$ cat src/rtl/control_pkg.sv
// Shared definitions for the microcode sequencer: control-word bit map, opcode map and FSM states.
package control_pkg;

    localparam int CTRL_WORD_W = 17;

    typedef logic [CTRL_WORD_W-1:0] ctrl_t;

    // One bit per bus-attached control line; READ = load from bus, WRITE = drive bus.
    localparam ctrl_t CLK_HLT   = 17'h00001;
    localparam ctrl_t MAR_READ  = 17'h00002;
    localparam ctrl_t RAM_READ  = 17'h00004;
    localparam ctrl_t I_WRITE   = 17'h00008;
    localparam ctrl_t ALU_WRITE = 17'h00010;
    localparam ctrl_t RAM_WRITE = 17'h00020;
    localparam ctrl_t I_READ    = 17'h00040;
    localparam ctrl_t A_WRITE   = 17'h00080;
    localparam ctrl_t B_READ    = 17'h00100;
    localparam ctrl_t PC_JUMP   = 17'h00200;
    localparam ctrl_t PC_OUT    = 17'h00400;
    localparam ctrl_t PC_INC    = 17'h00800;
    localparam ctrl_t ALU_SUB   = 17'h01000;
    localparam ctrl_t A_READ    = 17'h02000;
    localparam ctrl_t B_WRITE   = 17'h04000;
    localparam ctrl_t FLAG_READ = 17'h08000;
    localparam ctrl_t OUT_EN    = 17'h10000;

    localparam logic [3:0] NOP     = 4'b0000;
    localparam logic [3:0] LOADA   = 4'b0001;
    localparam logic [3:0] ADD     = 4'b0010;
    localparam logic [3:0] SUB     = 4'b0011;
    localparam logic [3:0] STOREA  = 4'b0100;
    localparam logic [3:0] LOAD_IM = 4'b0101;
    localparam logic [3:0] JUMP    = 4'b0110;
    localparam logic [3:0] JUMPC   = 4'b0111;
    localparam logic [3:0] JUMPZ   = 4'b1000;
    localparam logic [3:0] OUT     = 4'b1110;
    localparam logic [3:0] HALT    = 4'b1111;

    typedef enum logic [1:0] {
        RUN    = 2'd0,
        PAUSE  = 2'd1,
        HALTED = 2'd2
    } state_t;

endpackage

$ cat src/rtl/control_ucode.sv
// Combinational microcode ROM: control word, last-step flag and illegal-opcode flag
// for a given opcode, micro-step and ALU flags.
module control_ucode
    import control_pkg::*;
#(
    parameter int OPCODE_W  = 4,
    parameter int MAX_STEPS = 8,
    parameter int STEP_W    = 3
) (
    input  logic [OPCODE_W-1:0]    instruction,
    input  logic [STEP_W-1:0]      step,
    input  logic                   alu_carry,
    input  logic                   alu_zero,
    output logic [CTRL_WORD_W-1:0] ctrl,
    output logic                   last,
    output logic                   illegal
);

    logic [7:0] step_x_s;
    logic [3:0] len_s;
    ctrl_t      exec_s;
    logic       illegal_s;

    assign step_x_s = 8'(step);

    // Per-opcode length (fetch included) and execute-phase control word
    always_comb begin
        len_s     = 4'd2;
        exec_s    = '0;
        illegal_s = 1'b0;
        case (instruction)
            OPCODE_W'(NOP): begin
                len_s = 4'd2;
            end
            OPCODE_W'(LOADA): begin
                len_s = 4'd4;
                if (step_x_s == 8'd2) exec_s = I_WRITE | MAR_READ;
                else if (step_x_s == 8'd3) exec_s = RAM_WRITE | A_READ;
                else exec_s = '0;
            end
            OPCODE_W'(ADD), OPCODE_W'(SUB): begin
                len_s = 4'd5;
                if (step_x_s == 8'd2) exec_s = I_WRITE | MAR_READ;
                else if (step_x_s == 8'd3) exec_s = RAM_WRITE | B_READ;
                else if (step_x_s == 8'd4 && instruction == OPCODE_W'(SUB))
                    exec_s = ALU_WRITE | ALU_SUB | A_READ | FLAG_READ;
                else if (step_x_s == 8'd4) exec_s = ALU_WRITE | A_READ | FLAG_READ;
                else exec_s = '0;
            end
            OPCODE_W'(STOREA): begin
                len_s = 4'd4;
                if (step_x_s == 8'd2) exec_s = I_WRITE | MAR_READ;
                else if (step_x_s == 8'd3) exec_s = A_WRITE | RAM_READ;
                else exec_s = '0;
            end
            OPCODE_W'(LOAD_IM): begin
                len_s = 4'd3;
                if (step_x_s == 8'd2) exec_s = I_WRITE | A_READ;
                else exec_s = '0;
            end
            OPCODE_W'(JUMP): begin
                len_s = 4'd3;
                if (step_x_s == 8'd2) exec_s = I_WRITE | PC_JUMP;
                else exec_s = '0;
            end
            OPCODE_W'(JUMPC): begin
                len_s = 4'd3;
                if (step_x_s == 8'd2 && alu_carry) exec_s = I_WRITE | PC_JUMP;
                else exec_s = '0;
            end
            OPCODE_W'(JUMPZ): begin
                len_s = 4'd3;
                if (step_x_s == 8'd2 && alu_zero) exec_s = I_WRITE | PC_JUMP;
                else exec_s = '0;
            end
            OPCODE_W'(OUT): begin
                len_s = 4'd3;
                if (step_x_s == 8'd2) exec_s = A_WRITE | OUT_EN;
                else exec_s = '0;
            end
            OPCODE_W'(HALT): begin
                len_s = 4'd3;
                if (step_x_s == 8'd2) exec_s = CLK_HLT;
                else exec_s = '0;
            end
            default: begin
                len_s     = 4'd2;
                illegal_s = 1'b1;
            end
        endcase
    end

    // Fetch overrides steps 0/1; the MAX_STEPS-1 term guarantees the counter always wraps
    always_comb begin
        if (step_x_s == 8'd0) ctrl = PC_OUT | MAR_READ;
        else if (step_x_s == 8'd1) ctrl = RAM_WRITE | I_READ | PC_INC;
        else ctrl = exec_s;
        last    = (step_x_s == 8'(len_s - 4'd1)) || (step_x_s == 8'(MAX_STEPS - 1));
        illegal = illegal_s;
    end

endmodule

$ cat src/rtl/control_seq.sv
// Microcode sequencer: RUN/PAUSE/HALTED FSM, variable-length step counter and sticky
// illegal-opcode flag; all state changes on the falling clock edge.
module control_seq #(
    parameter int  OPCODE_W  = 4,
    parameter int  MAX_STEPS = 8,
    parameter int  CTRL_W    = 17,
    localparam int STEP_W    = $clog2(MAX_STEPS)
) (
    input  logic                clk,
    input  logic                rst,
    input  logic [OPCODE_W-1:0] instruction,
    input  logic                alu_carry,
    input  logic                alu_zero,
    input  logic                step_mode,
    input  logic                step_req,
    input  logic                resume,
    output logic [CTRL_W-1:0]   ctrl_word,
    output logic [STEP_W-1:0]   step,
    output logic                instr_done,
    output logic                halted,
    output logic                illegal_op
);

    import control_pkg::*;

    state_t                 state_r;
    state_t                 state_s;
    logic [STEP_W-1:0]      step_r;
    logic [STEP_W-1:0]      step_s;
    logic                   illegal_op_r;
    logic                   illegal_op_s;
    logic [CTRL_WORD_W-1:0] uc_ctrl_s;
    logic                   uc_last_s;
    logic                   uc_illegal_s;

    control_ucode #(
        .OPCODE_W  (OPCODE_W),
        .MAX_STEPS (MAX_STEPS),
        .STEP_W    (STEP_W)
    ) u_ucode (
        .instruction (instruction),
        .step        (step_r),
        .alu_carry   (alu_carry),
        .alu_zero    (alu_zero),
        .ctrl        (uc_ctrl_s),
        .last        (uc_last_s),
        .illegal     (uc_illegal_s)
    );

    // Next state, next step and sticky illegal flag; HALT outranks step-mode pause
    always_comb begin
        state_s      = state_r;
        step_s       = step_r;
        illegal_op_s = illegal_op_r;
        case (state_r)
            RUN: begin
                if (uc_last_s) begin
                    step_s = '0;
                    if (uc_illegal_s) illegal_op_s = 1'b1;
                    else illegal_op_s = illegal_op_r;
                    if (instruction == OPCODE_W'(HALT)) state_s = HALTED;
                    else if (step_mode) state_s = PAUSE;
                    else state_s = RUN;
                end else begin
                    step_s = step_r + STEP_W'(1'b1);
                end
            end
            PAUSE: begin
                step_s = '0;
                if (step_req || !step_mode) state_s = RUN;
                else state_s = PAUSE;
            end
            HALTED: begin
                step_s = '0;
                if (resume) state_s = RUN;
                else state_s = HALTED;
            end
            default: begin
                state_s = RUN;
                step_s  = '0;
            end
        endcase
    end

    // Output gating by state; everything is forced quiet while reset is asserted
    always_comb begin
        ctrl_word  = '0;
        instr_done = 1'b0;
        halted     = 1'b0;
        if (!rst) begin
            ctrl_word = '0;
        end else begin
            case (state_r)
                RUN: begin
                    ctrl_word  = CTRL_W'(uc_ctrl_s);
                    instr_done = uc_last_s;
                end
                HALTED: begin
                    ctrl_word = CTRL_W'(CLK_HLT);
                    halted    = 1'b1;
                end
                PAUSE: begin
                    ctrl_word = '0;
                end
                default: begin
                    ctrl_word = '0;
                end
            endcase
        end
    end

    assign step       = step_r;
    assign illegal_op = illegal_op_r;

    // State registers, falling-edge clocked with synchronous active-low reset
    always_ff @(negedge clk) begin
        if (!rst) begin
            state_r      <= RUN;
            step_r       <= '0;
            illegal_op_r <= 1'b0;
        end else begin
            state_r      <= state_s;
            step_r       <= step_s;
            illegal_op_r <= illegal_op_s;
        end
    end

endmodule

$ cat config.mk
export PLATFORM = sky130hd
export DESIGN_NAME = control_seq
export DESIGN_NICKNAME = d
export VERILOG_FILES = /design/src/rtl/control_pkg.sv /design/src/rtl/control_ucode.sv /design/src/rtl/control_seq.sv
export SDC_FILE = /design/constraint.sdc
export NUM_CORES = 1
export LEC_CHECK = 0
export ABC_CLOCK_PERIOD_IN_PS = 1960
export CORE_AREA = 5 5 52 54
export DETAILED_ROUTE_END_ITERATION = 16
export DIE_AREA = 0 0 57 59
export PLACE_DENSITY = 0.83
export SYNTH_ARGS = -nofsm -noshare
export SYNTH_HDL_FRONTEND = slang
export SYNTH_SLANG_ARGS = --single-unit
export TNS_END_PERCENT = 20
$ cat constraint.sdc
create_clock -name clk -period 1.96 [get_ports clk]
set_input_delay 0.196 -clock clk [delete_from_list [all_inputs] [get_ports clk]]
set_output_delay 0.196 -clock clk [all_outputs]
set_load 0.005 [all_outputs]
=== Yosys cells after proc, flatten, opt, wreduce, memory -nomap -nowiden ===
Cells that the tools add are included.

* Div/mod/pow operators: 0
* Magnitude comparators: 0
* Shifts and indexed selects: 0
* Reduce and logical (&&, ||, !) cells: 15
* Multiply operators: 0
* Add/subtract/negate cells: 2
* Equality and inequality tests: 19
* Bitwise gates (word level): 3
* Multiplexer cells: 30

{| class="wikitable"
|+ Operators by type and width
! cell !! count
|-
| $mux 17 || 9
|-
| $pmux 17 s9 || 1
|-
| $pmux 17 s2 || 1
|-
| $mux 10 || 3
|-
| $mux 14 || 2
|-
| $eq 4x3->1 const B || 4
|-
| $mux 16 || 1
|-
| $eq 4x4->1 const B || 3
|-
| $reduce_or 11->1 || 1
|-
| $pmux 3 s3 || 1
|-
| $eq 3x8->1 || 1
|-
| $eq 4x2->1 const B || 2
|-
| $logic_not 8->1 || 1
|-
| $mux 8 || 1
|-
| $mux 1 || 7
|-
| $eq 3x2->1 const B || 2
|-
| $eq 3x3->1 const B || 2
|-
| $mux 2 || 3
|-
| $pmux 2 s3 || 1
|-
| $reduce_or 6->1 || 1
|-
| $eq 4x1->1 const B || 1
|-
| $logic_not 4->1 || 1
|-
| $reduce_or 2->1 || 2
|-
| $sub 3x1->4 const B || 1
|-
| other kinds (12) || 17
|}

* Input port bits: 11
* Logic and storage cells: 72
* Bits in registers: 6
* Bits in read-only memories: 0
* Memories: 0
* Bits in writable memories: 0
* Output and inout bits: 23
* Latch bits: 0

=== Depth between registers and ports, before layout ===
* Depth after elaboration: 10
* Depth in mapped cells: 7
* Depth with buffers taken out: 7

=== Hierarchy ===
From an unflattened synthesis, not the netlist that was laid out.

* Cells, all modules: 118
* Area total of the unflattened synthesis: 849.6 sq um

{| class="wikitable"
|+ By module, submodules not included
! module !! times used !! cells each !! seq. area each (sq um) !! area an instance (sq um)
|-
| control_ucode || 1 || 73 || 0.0 || 473.0
|-
| control_seq || 1 || 45 || 120.1 || 376.6
|}

==> flow_metrics.tcl <==
set metrics [dict create \
    ant_nets 0 \
    p_leak_nw 0.8406 \
    vias 1381 \
    core_area_mm2 0.002170 \
    cts_hold_buf 0 \
    synth_top_area_cell "dfxtp_1" \
    synthTopCellsByArea "dfxtp_1 (13%), ha_1 (8.3%), nor3_1 (5.0%)" \
    routed_wirelength_um 4838 \
    outcome "finished with violations" \
    overflow 0 \
    crit_required_ns 1.76 \
    clock-sinks 6 \
    syn_inst 121 \
    synthTopCellsByCount "nand2_1 (9), nor2_1 (9), nor3_1 (9)" \
    powerDensity_mw_per_mm2 550.0 \
    path_max_fanout 3 \
    avgSynthCellArea_um2 7.497 \
    violations "setup timing" \
    nets 224 \
    h-tree-depth 1 \
    crit_arrival_ns 2.98 \
    worstSkewPairLatency_ns 0.34 \
    drv_cap 0 \
    gp_routability_congestion 0.9786 \
    setup_tns_ns -22.60 \
    seq_area_frac_synth_pct 13.24 \
    synth.yosys.warnings 0 \
    post_drt_via_cell_ratio 5.927 \
    grt_usage_pct 27.56 \
    synth_seq_cells 6 \
    r2r-start "step[0]" \
    slowest_delay_ns 0.51 \
    synth_ff_type "dfxtp_1" \
    dieHeight_um 59 \
    rsz0062_at_grt "true" \
    area_delta_synth_final_pct 108.4 \
    finalHoldViolations 0 \
    finClkSkew_ns 0.01958 \
    cts_made_buffers 3 \
    crit_top_cell "ha_4" \
    min_path_type "reg2reg" \
    crit_end "ctrl_word[5]" \
    place_area_mm2 0.001593 \
    cp-startpoint "step[1]" \
    path_clk_slew_ns 0.05 \
    rrSetupSlack_ns -0.02 \
    synthArstFlopShare_pct 0 \
    drt_iter0_drc 112 \
    slowest_stage "or4_4" \
    wl_per_cell_um 20.76 \
    final_max_slew_viol_count 0 \
    worst_ir_drop_vdd_uv 552.7 \
    finalPower_mw 1.040 \
    cts_max_path_buffers 2 \
    dp_hpwl_um 2716 \
    grt_max_degree 12 \
    antenna_found_initial 0 \
    syn-num-nets 138 \
    grt_first_pass_wirelength_um 7162 \
    drc 0 \
    r2r_cells 9 \
    setup_viol 27 \
    ys_types 49 \
    grt_pass1_vias 1431 \
    dr.pass1.iters 4 \
    cts_tree "yes" \
    worst-setup-path-type "reg2out" \
    layout-drive-gt1-share_pct 63.90 \
    die-area_mm2 0.003363 \
    initial_utilization_pct 41.81 \
    path_cells "buf_4 -> ha_4 -> ha_4 -> nand2_2 -> or4_4 -> a21oi_2 -> buf_2" \
    r2r-end "illegal_op" \
    final_area_mm2 0.001891 \
    io_pins 34 \
    port_buffers 32 \
    worstHoldPathCells 2 \
    chipWidth_um 57 \
    core.rowCount 17 \
    start_kind "register" \
    critical_path.endpoint_type "output port" \
    setup_slack_ns -1.220 \
    synth_top_area_share_pct 13.24 \
    num_antenna_cells 0 \
    fin_util_pct 87.14 \
    synth_edf_count 0 \
    synth_area_um2 907.1 \
    ctsRootBufferMaster "clkbuf_4" \
]
## worst max-delay path: cells and delay by family, from the launching register on
kind / cells / cell delay [ns]
AO/OA/AOI/OAI: 1 / 0.15
adder cells (fa/ha/maj): 2 / 0.31
buffers and inverters: 2 / 0.27
flip-flops: 1 / 0.38
AND/OR/NAND/NOR: 2 / 0.57
## where the power goes
group          internal, mW  switching [mW]  total [mW]
Combinational         0.353           0.324       0.677
Sequential            0.141          0.0294       0.170
Clock                0.0874           0.105       0.192
## cell type report
class,instances,area (um2)
Clock buffer,3,22.52
Clock inverter,6,22.52
Fill cell,115,279.0
Inverter,6,27.53
Multi-Input combinational cell,97,947.2
Sequential cell,6,133.9
Tap cell,28,35.03
Timing Repair Buffer,87,701.9
## state kept, by name, summed over array words and instances, names as in the netlist
register,count
illegal_op,1
state_r,2
step,3
## metal layers
layer	GRT usage [%]	up-vias	share of wire (%)
met5	0	-	0
met4	16.23	0	6.8
met3	5.882	33	7.0
met2	49.27	90	48
met1	29.91	652	38
li1	-	606	-
## worst min-delay path by stage
stage                     from  slack, ns          to
floorplan           illegal_op       0.45  illegal_op
global placement    illegal_op       0.46  illegal_op
detailed placement  illegal_op       0.47  illegal_op
CTS                 illegal_op       0.46  illegal_op
global route        illegal_op       0.50  illegal_op
finish              illegal_op       0.49  illegal_op
## placed cells by master (no fill, tap or decap), types with 2 or more instances in the layout
master           synthesis  layout
nor2_1                   9       7
buf_2                    4      14
clkdlybuf4s50_1          0       6
or4_4                    0       2
a21oi_1                  5       3
ha_4                     0       4
clkdlybuf4s15_2          0       6
nand2b_4                 0       2
clkbuf_4                 0       3
nand2_1                  9       7
and3_1                   3       3
nand4_1                  4       4
dfxtp_2                  0       2
mux2i_1                  3       3
nor3_2                   0       3
clkbuf_2                 0       2
nor3_4                   0       2
inv_1                    6       8
nand3_1                  3       2
buf_4                    4      47
nor2_2                   1       3
nand2_2                  0       2
a21oi_2                  1       3
inv_2                    1       2
a221oi_1                 2       2
nor3_1                   9       4
nand2b_1                 4       2
nand3b_1                 3       3
inv_4                    0       2
o21bai_1                 2       2
dfxtp_4                  0       3
buf_6                    1      10
nor2b_1                  6       5
## cells by family after synthesis
family                     Yosys count  share of synthesized area, %
other                                1                        0.4134
and+or+nand+nor                     62                         40.00
adders and majority gates            6                         8.276
buffers and inverters               18                         10.48
xor gates and xnor gates             1                        0.9657
muxes                                3                         3.310
AOI/OAI and AO/OA                   24                         23.31
DFF                                  6                         13.24
## metrics by stage
stage | instances | hold WS, ns | worst slack [ns]
after floorplan | 121 | 0.4520 | -0.6268
after global placement | 210 | 0.4641 | -1.124
after detailed placement | 210 | 0.4680 | -1.185
after CTS | 231 | 0.4575 | -1.203
after global routing | 233 | 0.4979 | -1.248
final | 233 | 0.4939 | -1.220
## repair_timing
item                                    4_1_cts  5_1_grt
hold endpoints to repair                      0        0
setup buffers                                13        2
endpoints found under the setup margin       28       27
resized for setup                           122       11
pin swaps                                    16       15
No activity file was read; power rests on OpenSTA's default activity.
